[config.mk]
export PLATFORM = sky130hd
export DESIGN_NAME = writeback_queue_flat
export DESIGN_NICKNAME = d
export VERILOG_FILES = /design/src/rtl/writeback_queue_if.sv /design/src/rtl/writeback_queue.sv /design/src/flat_wrapper.sv
export SDC_FILE = /design/constraint.sdc
export NUM_CORES = 1
export LEC_CHECK = 0
export ABC_CLOCK_PERIOD_IN_PS = 3200
export CAP_MARGIN = 40
export CORE_MARGIN = 2
export CORE_UTILIZATION = 54
export CTS_CLUSTER_DIAMETER = 30
export CTS_CLUSTER_SIZE = 40
export DETAILED_ROUTE_END_ITERATION = 12
export GPL_ROUTABILITY_DRIVEN = 0
export GPL_TIMING_DRIVEN = 0
export PLACE_DENSITY = 0.81
export SLEW_MARGIN = 10
export SYNTH_ARGS = -nofsm -noshare
export SYNTH_HDL_FRONTEND = slang
export SYNTH_SLANG_ARGS = --single-unit
export TNS_END_PERCENT = 5
[constraint.sdc]
create_clock -name clk -period 3.2 [get_ports clk]
set_input_delay 0.48 -clock clk [delete_from_list [all_inputs] [get_ports clk]]
set_output_delay 0.48 -clock clk [all_outputs]
set_load 0.01 [all_outputs]
[src/rtl/writeback_queue_if.sv]
// Bundle of the write-back stage's producer, register-file and decode-side signals.
// The slave modport is the queue itself; the master modport is whoever drives it.
interface writeback_queue_if #(
    parameter int DEPTH  = 4,
    parameter int ADDR_W = 4,
    parameter int DATA_W = 32
);
    logic                       aluValid;
    logic                       aluReady;
    logic [ADDR_W-1:0]          aluAddr;
    logic [DATA_W-1:0]          aluData;
    logic                       memValid;
    logic [ADDR_W-1:0]          memAddr;
    logic [DATA_W-1:0]          memData;
    logic                       writeEnable;
    logic [ADDR_W-1:0]          writeAddr;
    logic [DATA_W-1:0]          writeData;
    logic [ADDR_W-1:0]          readAddr1;
    logic [ADDR_W-1:0]          readAddr2;
    logic                       pending1;
    logic                       pending2;
    logic [$clog2(DEPTH):0]     count;
    logic                       dropped;

    modport slave (
        input  aluValid, aluAddr, aluData,
        input  memValid, memAddr, memData,
        input  readAddr1, readAddr2,
        output aluReady, writeEnable, writeAddr, writeData,
        output pending1, pending2, count, dropped
    );

    modport master (
        output aluValid, aluAddr, aluData,
        output memValid, memAddr, memData,
        output readAddr1, readAddr2,
        input  aluReady, writeEnable, writeAddr, writeData,
        input  pending1, pending2, count, dropped
    );
endinterface

[src/rtl/writeback_queue.sv]
// Register-file write-back arbiter: loads always win, ALU results bypass when idle
// or wait in an in-order FIFO; pending flags cover FIFO contents and the output stage.
module writeback_queue #(
    parameter int DEPTH  = 4,
    parameter int ADDR_W = 4,
    parameter int DATA_W = 32
) (
    input  logic               clk,
    input  logic               rst_n,
    writeback_queue_if.slave   bus
);
    localparam int PTR_W = $clog2(DEPTH);
    localparam int CNT_W = PTR_W + 1;
    localparam logic [ADDR_W-1:0] LAST_WRITABLE = ADDR_W'(8);

    logic [ADDR_W-1:0] addr_mem [DEPTH];
    logic [DATA_W-1:0] data_mem [DEPTH];

    logic [PTR_W-1:0]  rd_ptr_reg, wr_ptr_reg;
    logic [CNT_W-1:0]  count_reg, count_next;
    logic              we_reg, we_next;
    logic [ADDR_W-1:0] addr_reg, addr_next;
    logic [DATA_W-1:0] data_reg, data_next;
    logic              dropped_reg, dropped_next;

    logic alu_ready, alu_fire, mem_ok, alu_ok, fifo_empty;
    logic enq, deq, bypass;

    always_comb begin
        alu_ready    = rst_n & (count_reg < CNT_W'(DEPTH));
        alu_fire     = bus.aluValid & alu_ready;
        mem_ok       = bus.memValid & (bus.memAddr <= LAST_WRITABLE);
        alu_ok       = alu_fire & (bus.aluAddr <= LAST_WRITABLE);
        fifo_empty   = (count_reg == '0);
        dropped_next = (bus.memValid & (bus.memAddr > LAST_WRITABLE))
                     | (alu_fire & (bus.aluAddr > LAST_WRITABLE));

        // Priority: load, then FIFO head, then direct ALU bypass.
        deq    = !mem_ok & !fifo_empty;
        bypass = !mem_ok & fifo_empty & alu_ok;
        enq    = alu_ok & !bypass;

        we_next   = 1'b0;
        addr_next = '0;
        data_next = '0;
        if (mem_ok) begin
            we_next   = 1'b1;
            addr_next = bus.memAddr;
            data_next = bus.memData;
        end else if (deq) begin
            we_next   = 1'b1;
            addr_next = addr_mem[rd_ptr_reg];
            data_next = data_mem[rd_ptr_reg];
        end else if (bypass) begin
            we_next   = 1'b1;
            addr_next = bus.aluAddr;
            data_next = bus.aluData;
        end

        count_next = count_reg + CNT_W'(enq) - CNT_W'(deq);
    end

    always_ff @(posedge clk or negedge rst_n) begin
        if (!rst_n) begin
            rd_ptr_reg  <= '0;
            wr_ptr_reg  <= '0;
            count_reg   <= '0;
            we_reg      <= 1'b0;
            addr_reg    <= '0;
            data_reg    <= '0;
            dropped_reg <= 1'b0;
        end else begin
            if (enq) wr_ptr_reg <= wr_ptr_reg + 1'b1;
            if (deq) rd_ptr_reg <= rd_ptr_reg + 1'b1;
            count_reg   <= count_next;
            we_reg      <= we_next;
            addr_reg    <= addr_next;
            data_reg    <= data_next;
            dropped_reg <= dropped_next;
        end
    end

    // Storage needs no reset: validity is derived from the pointers and count.
    always_ff @(posedge clk) begin
        if (enq) begin
            addr_mem[wr_ptr_reg] <= bus.aluAddr;
            data_mem[wr_ptr_reg] <= bus.aluData;
        end
    end

    logic [DEPTH-1:0] match1, match2;

    generate
        for (genvar gi = 0; gi < DEPTH; gi++) begin : g_entry
            logic [PTR_W-1:0] offset;
            logic             valid;
            assign offset     = PTR_W'(gi) - rd_ptr_reg;
            assign valid      = ({1'b0, offset} < count_reg);
            assign match1[gi] = valid & (addr_mem[gi] == bus.readAddr1);
            assign match2[gi] = valid & (addr_mem[gi] == bus.readAddr2);
        end
    endgenerate

    assign bus.aluReady    = alu_ready;
    assign bus.writeEnable = we_reg;
    assign bus.writeAddr   = addr_reg;
    assign bus.writeData   = data_reg;
    assign bus.count       = count_reg;
    assign bus.dropped     = dropped_reg;
    assign bus.pending1    = (bus.readAddr1 <= LAST_WRITABLE)
                           & ((|match1) | (we_reg & (addr_reg == bus.readAddr1)));
    assign bus.pending2    = (bus.readAddr2 <= LAST_WRITABLE)
                           & ((|match2) | (we_reg & (addr_reg == bus.readAddr2)));
endmodule

[src/flat_wrapper.sv]
// flat-port wrapper written by rule: the top's interface ports become plain ports
module writeback_queue_flat 
#(
    parameter int DEPTH  = 4,
    parameter int ADDR_W = 4,
    parameter int DATA_W = 32
)
  (clk, rst_n, bus_aluValid, bus_aluAddr, bus_aluData, bus_memValid, bus_memAddr, bus_memData, bus_readAddr1, bus_readAddr2, bus_aluReady, bus_writeEnable, bus_writeAddr, bus_writeData, bus_pending1, bus_pending2, bus_count, bus_dropped);
  writeback_queue_if #(.DEPTH(DEPTH), .ADDR_W(ADDR_W), .DATA_W(DATA_W)) bus_i ();
  input  logic clk;
  input  logic rst_n;
  input wire logic [$bits(bus_i.aluValid)-1:0] bus_aluValid;
  input wire logic [$bits(bus_i.aluAddr)-1:0] bus_aluAddr;
  input wire logic [$bits(bus_i.aluData)-1:0] bus_aluData;
  input wire logic [$bits(bus_i.memValid)-1:0] bus_memValid;
  input wire logic [$bits(bus_i.memAddr)-1:0] bus_memAddr;
  input wire logic [$bits(bus_i.memData)-1:0] bus_memData;
  input wire logic [$bits(bus_i.readAddr1)-1:0] bus_readAddr1;
  input wire logic [$bits(bus_i.readAddr2)-1:0] bus_readAddr2;
  output wire logic [$bits(bus_i.aluReady)-1:0] bus_aluReady;
  output wire logic [$bits(bus_i.writeEnable)-1:0] bus_writeEnable;
  output wire logic [$bits(bus_i.writeAddr)-1:0] bus_writeAddr;
  output wire logic [$bits(bus_i.writeData)-1:0] bus_writeData;
  output wire logic [$bits(bus_i.pending1)-1:0] bus_pending1;
  output wire logic [$bits(bus_i.pending2)-1:0] bus_pending2;
  output wire logic [$bits(bus_i.count)-1:0] bus_count;
  output wire logic [$bits(bus_i.dropped)-1:0] bus_dropped;
  assign bus_i.aluValid = bus_aluValid;
  assign bus_i.aluAddr = bus_aluAddr;
  assign bus_i.aluData = bus_aluData;
  assign bus_i.memValid = bus_memValid;
  assign bus_i.memAddr = bus_memAddr;
  assign bus_i.memData = bus_memData;
  assign bus_i.readAddr1 = bus_readAddr1;
  assign bus_i.readAddr2 = bus_readAddr2;
  assign bus_aluReady = bus_i.aluReady;
  assign bus_writeEnable = bus_i.writeEnable;
  assign bus_writeAddr = bus_i.writeAddr;
  assign bus_writeData = bus_i.writeData;
  assign bus_pending1 = bus_i.pending1;
  assign bus_pending2 = bus_i.pending2;
  assign bus_count = bus_i.count;
  assign bus_dropped = bus_i.dropped;
  writeback_queue #(.DEPTH(DEPTH), .ADDR_W(ADDR_W), .DATA_W(DATA_W)) u_core (.clk(clk), .rst_n(rst_n), .bus(bus_i));
endmodule
# Word level (Yosys, flattened, before mapping)

Memory sizes are Yosys's and may differ from the RTL's.
Cells that the tools add are included.

RAM bits: 144
Word-level logic and storage cells: 80
Input port bits: 84
Bits in registers: 45
Memories kept: 2
Output and inout bits: 44

Memory list:

| memory          | words | bits a word | rd ports | clocked after memory_dff | write ports | RTL line              | text |
|---|---|---|---|---|---|---|---|
| u_core.data_mem | 4     | 32          | 1        | 0                        | 1           | writeback_queue.sv:17 | `logic [DATA_W-1:0] data_mem [DEPTH];` |
| u_core.addr_mem | 4     | 4           | 5        | 0                        | 1           | writeback_queue.sv:16 | `logic [ADDR_W-1:0] addr_mem [DEPTH];` |

Multiplexer cells: 11
Reduce and logical (&&, ||, !) cells: 6
Equality and inequality tests: 10
Order comparisons: 11
Bitwise gates (word level): 25
$add $sub $neg: 8

Operators by type and width:

| cell                                                  | count |
|---|---|
| two-way mux 32 bit                                    | 3 |
| equality test 4 bit                                   | 10 |
| AND 1 bit                                             | 22 |
| <= comparator 4 bit (second input constant)           | 4 |
| less-than comparator 2 x 3 -> 1 bit                   | 4 |
| two-way mux 4 bit                                     | 3 |
| greater-than comparator 4 bit (second input constant) | 2 |
| OR reduction 4 bit                                    | 2 |
| two-way mux 1 bit                                     | 5 |
| adder 2 x 1 -> 2 bit (second input constant)          | 2 |
| subtractor 1 x 2 -> 2 bit (first input constant)      | 2 |
| subtractor 2 bit (first input constant)               | 2 |
| adder 3 x 1 -> 3 bit                                  | 1 |
| logical NOT 1 bit                                     | 3 |
| logical NOT 3 bit                                     | 1 |
| less-than comparator 3 bit (second input constant)    | 1 |
| bitwise OR 1 bit                                      | 3 |
| subtractor 3 x 1 -> 3 bit                             | 1 |

# Logic depth before layout (Yosys ltp)

Depth in word-level cells: 9
Depth in mapped cells: 9
Mapped depth without buffers: 8

# Worst setup path before layout

No wires, ideal clock.

Path kind: in2reg
Start: input bus_memAddr[0]
End: memory u_core.addr_mem[0][0] (enable)
Path buffers: 0
Slack: 0.345 ns
Arrival: 2.459 ns
Stages on the path: 4
Required time: 2.803 ns
Library setup time: 0.397 ns
Path through: o31ai_1 > nand2_1 > a21oi_1 > and2_1

Word-level cells in the longest chain between the ends: 9

RTL lines:

| what                                    | RTL line              | text |
|---|---|---|
| start: declaration                      | flat_wrapper.sv:16    | `input wire logic [$bits(bus_i.memAddr)-1:0] bus_memAddr;` |
| <= comparator 4 bit                     | writeback_queue.sv:32 | `mem_ok = bus.memValid & (bus.memAddr <= LAST_WRITABLE);` |
| AND 1 bit                               | writeback_queue.sv:32 |  |
| logical NOT 1 bit                       | writeback_queue.sv:40 | `bypass = !mem_ok & fifo_empty & alu_ok;` |
| AND 1 bit (2 in series)                 | writeback_queue.sv:40 |  |
| logical NOT 1 bit                       | writeback_queue.sv:41 | `enq = alu_ok & !bypass;` |
| AND 1 bit                               | writeback_queue.sv:41 |  |
| via u_core.enq                          | writeback_queue.sv:27 | `logic enq, deq, bypass;` |
| two-way mux 1 bit                       | writeback_queue.sv:85 | `if (enq) begin` |
| two-way mux 1 bit (implied by the code) | writeback_queue.sv:86 | `addr_mem[wr_ptr_reg] <= bus.aluAddr;` |
| end: declaration                        | writeback_queue.sv:16 |  |

The timed path passes the listed nets, and every way through them passes these cells.

# Final worst setup path

Start: input bus_memAddr[0]
End: memory u_core.addr_mem[1][1] (enable)

Same word-level chain as after synthesis.

==> flow_metrics.tcl <==
set metrics [dict create \
    r2r_slack_ps 730 \
    critPathKind "in -> reg" \
    yosys.area_share.simple_pct 3.84 \
    cp_num_buf_inv 2 \
    slowest_stage "and2_2" \
    dpl.cell_count 795 \
    async_reset_ff_share_pct 23.8 \
    crit_path_start "bus_memAddr[0]" \
    status "completed" \
    n_antenna_cell 0 \
    num_vias 4899 \
    synth-compound-area-share_pct 8.91 \
    maxCapViolations 0 \
    setup_viol 0 \
    hold_class "in -> async" \
    crit_cells 6 \
    critPathRequiredTime_ps 3320 \
    synth_top_cell_by_area "edfxtp_1" \
    endpoint "u_core.addr_mem[1][1]" \
    hpwl_um 12000 \
    synthCells 484 \
    rows 44 \
    worstPathCellList "clkdlybuf4s50_1, o31ai_2, nand2_1, a21oi_1, and2_2, buf_12" \
    clkLatencyLatePin_ps 430 \
    r2r_start "u_core.bus.count[2]" \
    synth_edf_count 144 \
    post_cts_buffers 0 \
    drive_gt1_share_pct 17.1 \
    routed_wl_um 17800 \
    yosysUniqueCellTypes 39 \
    fin_skew_ps 8.97 \
    die_h_um 126 \
    synth_nets 578 \
    startpoint_type "primary input" \
    grt_pass1_wl_um 27900 \
    start_util_pct 55.2 \
    via_per_inst 5.93 \
    largest_register_ffs 128 \
    grt_antenna_before_repair 1 \
    fmax_ghz 0.344 \
    leakage_nw 3.61 \
    finalPower_mw 8.02 \
    yosysTopAreaCellShare_pct 53.9 \
    final.min_clock_period_ps 2900 \
    synth_area_per_cell_um2 16.6 \
    final_max_slew_viol_count 0 \
    cts_tree "yes" \
    first_pass_iters 5 \
    vdd_drop_max_v 0.000448 \
    ant_nets 0 \
    synth_xor_area_share_pct 5.02 \
    synth_top_family_by_area "multiplexers" \
    area_delta_synth_final_pct 27.0 \
    cp.arrival_ps 3030 \
    tns_ps 0 \
    drc 0 \
    grt_overflow_total 0 \
    io_buffers 119 \
    timing.critical_path.to_type "flop" \
    core_um2 14500 \
    grt_max_degree 30 \
    crit_fanout 21 \
    powerDensity_nw_per_um2 787 \
    cts_buffers 17 \
    wire_per_inst_um 21.6 \
    die_w_um 126 \
    dieArea_um2 15800 \
    drtIter0Drc 441 \
    nNetsFinal 723 \
    synth_fa_ha_area_share_pct 1.65 \
    synthMuxAreaShare_pct 10.2 \
    root_buffer "clkbuf_16" \
    ios 128 \
    synth_area_um2 8020 \
    cts_hold_buf 0 \
    seq_area_frac_synth_pct 67.9 \
    synth-main-ff-cell "edfxtp_1" \
    synth_warnings 0 \
    track_usage_pct 23.4 \
    hold_viol 0 \
    clk_pin_slew_ps 70 \
    yosys-top-cells-area "edfxtp_1 (54%), dfrtp_1 (14%), mux4_2 (10%)" \
    clkSinkCount 189 \
    clockBufferDepth 2 \
    ys_ff_latch 189 \
    finalNonFillerCells 826 \
    max_slew.worst_pin.slew_ps 871 \
    cp_top_family "compound AO/OA/AOI/OAI gates" \
    rsz0062_at_grt "no" \
    cts-htree-levels 4 \
    grt_pass1_vias 5210 \
    slew_headroom_pct 41.9 \
    fin_crit_sh_pct 90.7 \
    r2r-end "u_core.bus.writeData[23]" \
    ff2ff_path_depth 6 \
    cp_slowest_stage_delay_ps 590 \
    regMostFlops "u_core.data_mem" \
]
## layer usage
metal / routed length, um / global-route usage, % / vias up
met1: 7310 / 31.1 / 2481
met3: 1210 / 6.84 / 39
met4: 474 / 9.18 / 2
met2: 8790 / 36.9 / 209
li1: - / - / 2168
met5: 13 / 0 / -
## per-stage QoR
stage / util, % / hold WS, ps / setup WS, ps / instance area (um^2)
final: 70.1 / 22.6 / 296 / 10200
after global routing: 70.1 / 40.7 / 135 / 10200
after CTS: 70.0 / 35.6 / 9.11 / 10200
after detailed placement: 65.9 / 496 / -287 / 9580
after global placement: 65.0 / 543 / -2330 / 9440
after floorplan: - / 184 / 345 / 8020
## layout make-up
type,count,area [um^2]
plain buffers,32,166
clock buffers,25,465
clock inverters,7,115
fillers,968,4340
inverters,9,33.8
multi-input cells,253,2400
flip-flops and latches,189,5450
well taps,184,230
repair buffers,127,1330
## power breakdown
| group | internal (mW) | switching [mW] | leakage, nW |
|---|---|---|---|
| sequential | 2.99 | 0.167 | 1.82 |
| combinational | 1.46 | 1.30 | 1.51 |
| clock | 1.25 | 0.845 | 0.275 |
## worst reg2reg max path: stages, from the launching register on
cell	delay, ps
dfrtp_1	390
buf_6	140
or3_4	420
a2111oi_4	820
buf_6	260
a22oi_1	110
a21oi_1	240
## repair_timing
item,4_1_cts,5_1_grt
gates resized for setup,6,5
cloned,0,0
endpoints found under the hold margin,0,0
endpoints found under the setup margin,2,67
pin swaps,0,1
## synth_stat cells (2+ instances only)
| cell type | n |
|---|---|
| buf_2 | 3 |
| xnor2_1 | 8 |
| nor2_1 | 35 |
| nor3_1 | 3 |
| nor4_1 | 8 |
| xor2_1 | 38 |
| buf_1 | 2 |
| o31a_1 | 3 |
| a22oi_2 | 10 |
| nand3_1 | 4 |
| a21oi_1 | 28 |
| edfxtp_1 | 144 |
| nand2_1 | 6 |
| o21ai_0 | 5 |
| a41oi_1 | 2 |
| inv_1 | 9 |
| a22oi_1 | 27 |
| ha_1 | 9 |
| nor2b_1 | 2 |
| mux4_2 | 36 |
| buf_6 | 4 |
| dfrtp_1 | 45 |
| a21oi_2 | 10 |
| and2_1 | 4 |
| clkbuf_1 | 24 |
| o31ai_1 | 2 |
## placed cells by master (no fill, tap or decap), types with 2 or more instances in the layout
cell type and n:
edfxtp_1 144, clkdlybuf4s50_1 116, dfrtp_1 44, xor2_1 38, mux4_2 36, nor2_1 35
clkbuf_1 30, a21oi_1 28, a22oi_1 27, clkbuf_16 17, a22oi_2 10, a21oi_2 10
inv_1 9, ha_1 9, nor4_1 8, buf_6 7, xnor2_1 7, nand2_1 6
buf_12 5, nand3_1 4, and2_2 4, o21ai_0 4, nor3_1 3, o31a_1 3
buf_2 3, bufinv_16 3, clkbuf_8 2, nor2b_1 2, a41oi_1 2, clkinvlp_4 2
clkinv_2 2, dlymetal6s2s_1 2
## cells by family after synthesis
| logic type | Yosys count |
|---|---|
| flops | 189 |
| compound gates | 94 |
| simple gates | 66 |
| xor+xnor | 46 |
| buf+inv | 42 |
| mux | 37 |
| fa+ha+maj | 10 |
## worst min-delay path by stage
| stage | from | endpoint | slack, ps | cells past startpoint |
|---|---|---|---|---|
| floorplan | rst_n | u_core.bus.count[0] | 180 | 0 |
| global placement | u_core.wr_ptr_reg[1] | u_core.wr_ptr_reg[1] | 540 | 1 |
| detailed placement | rst_n | u_core.bus.writeData[1] | 500 | 1 |
| CTS | rst_n | u_core.bus.writeData[2] | 40 | 1 |
| global route | rst_n | u_core.bus.writeData[2] | 40 | 1 |
| finish | rst_n | u_core.bus.writeData[6] | 20 | 1 |
No activity file was read; power rests on OpenSTA's default activity.
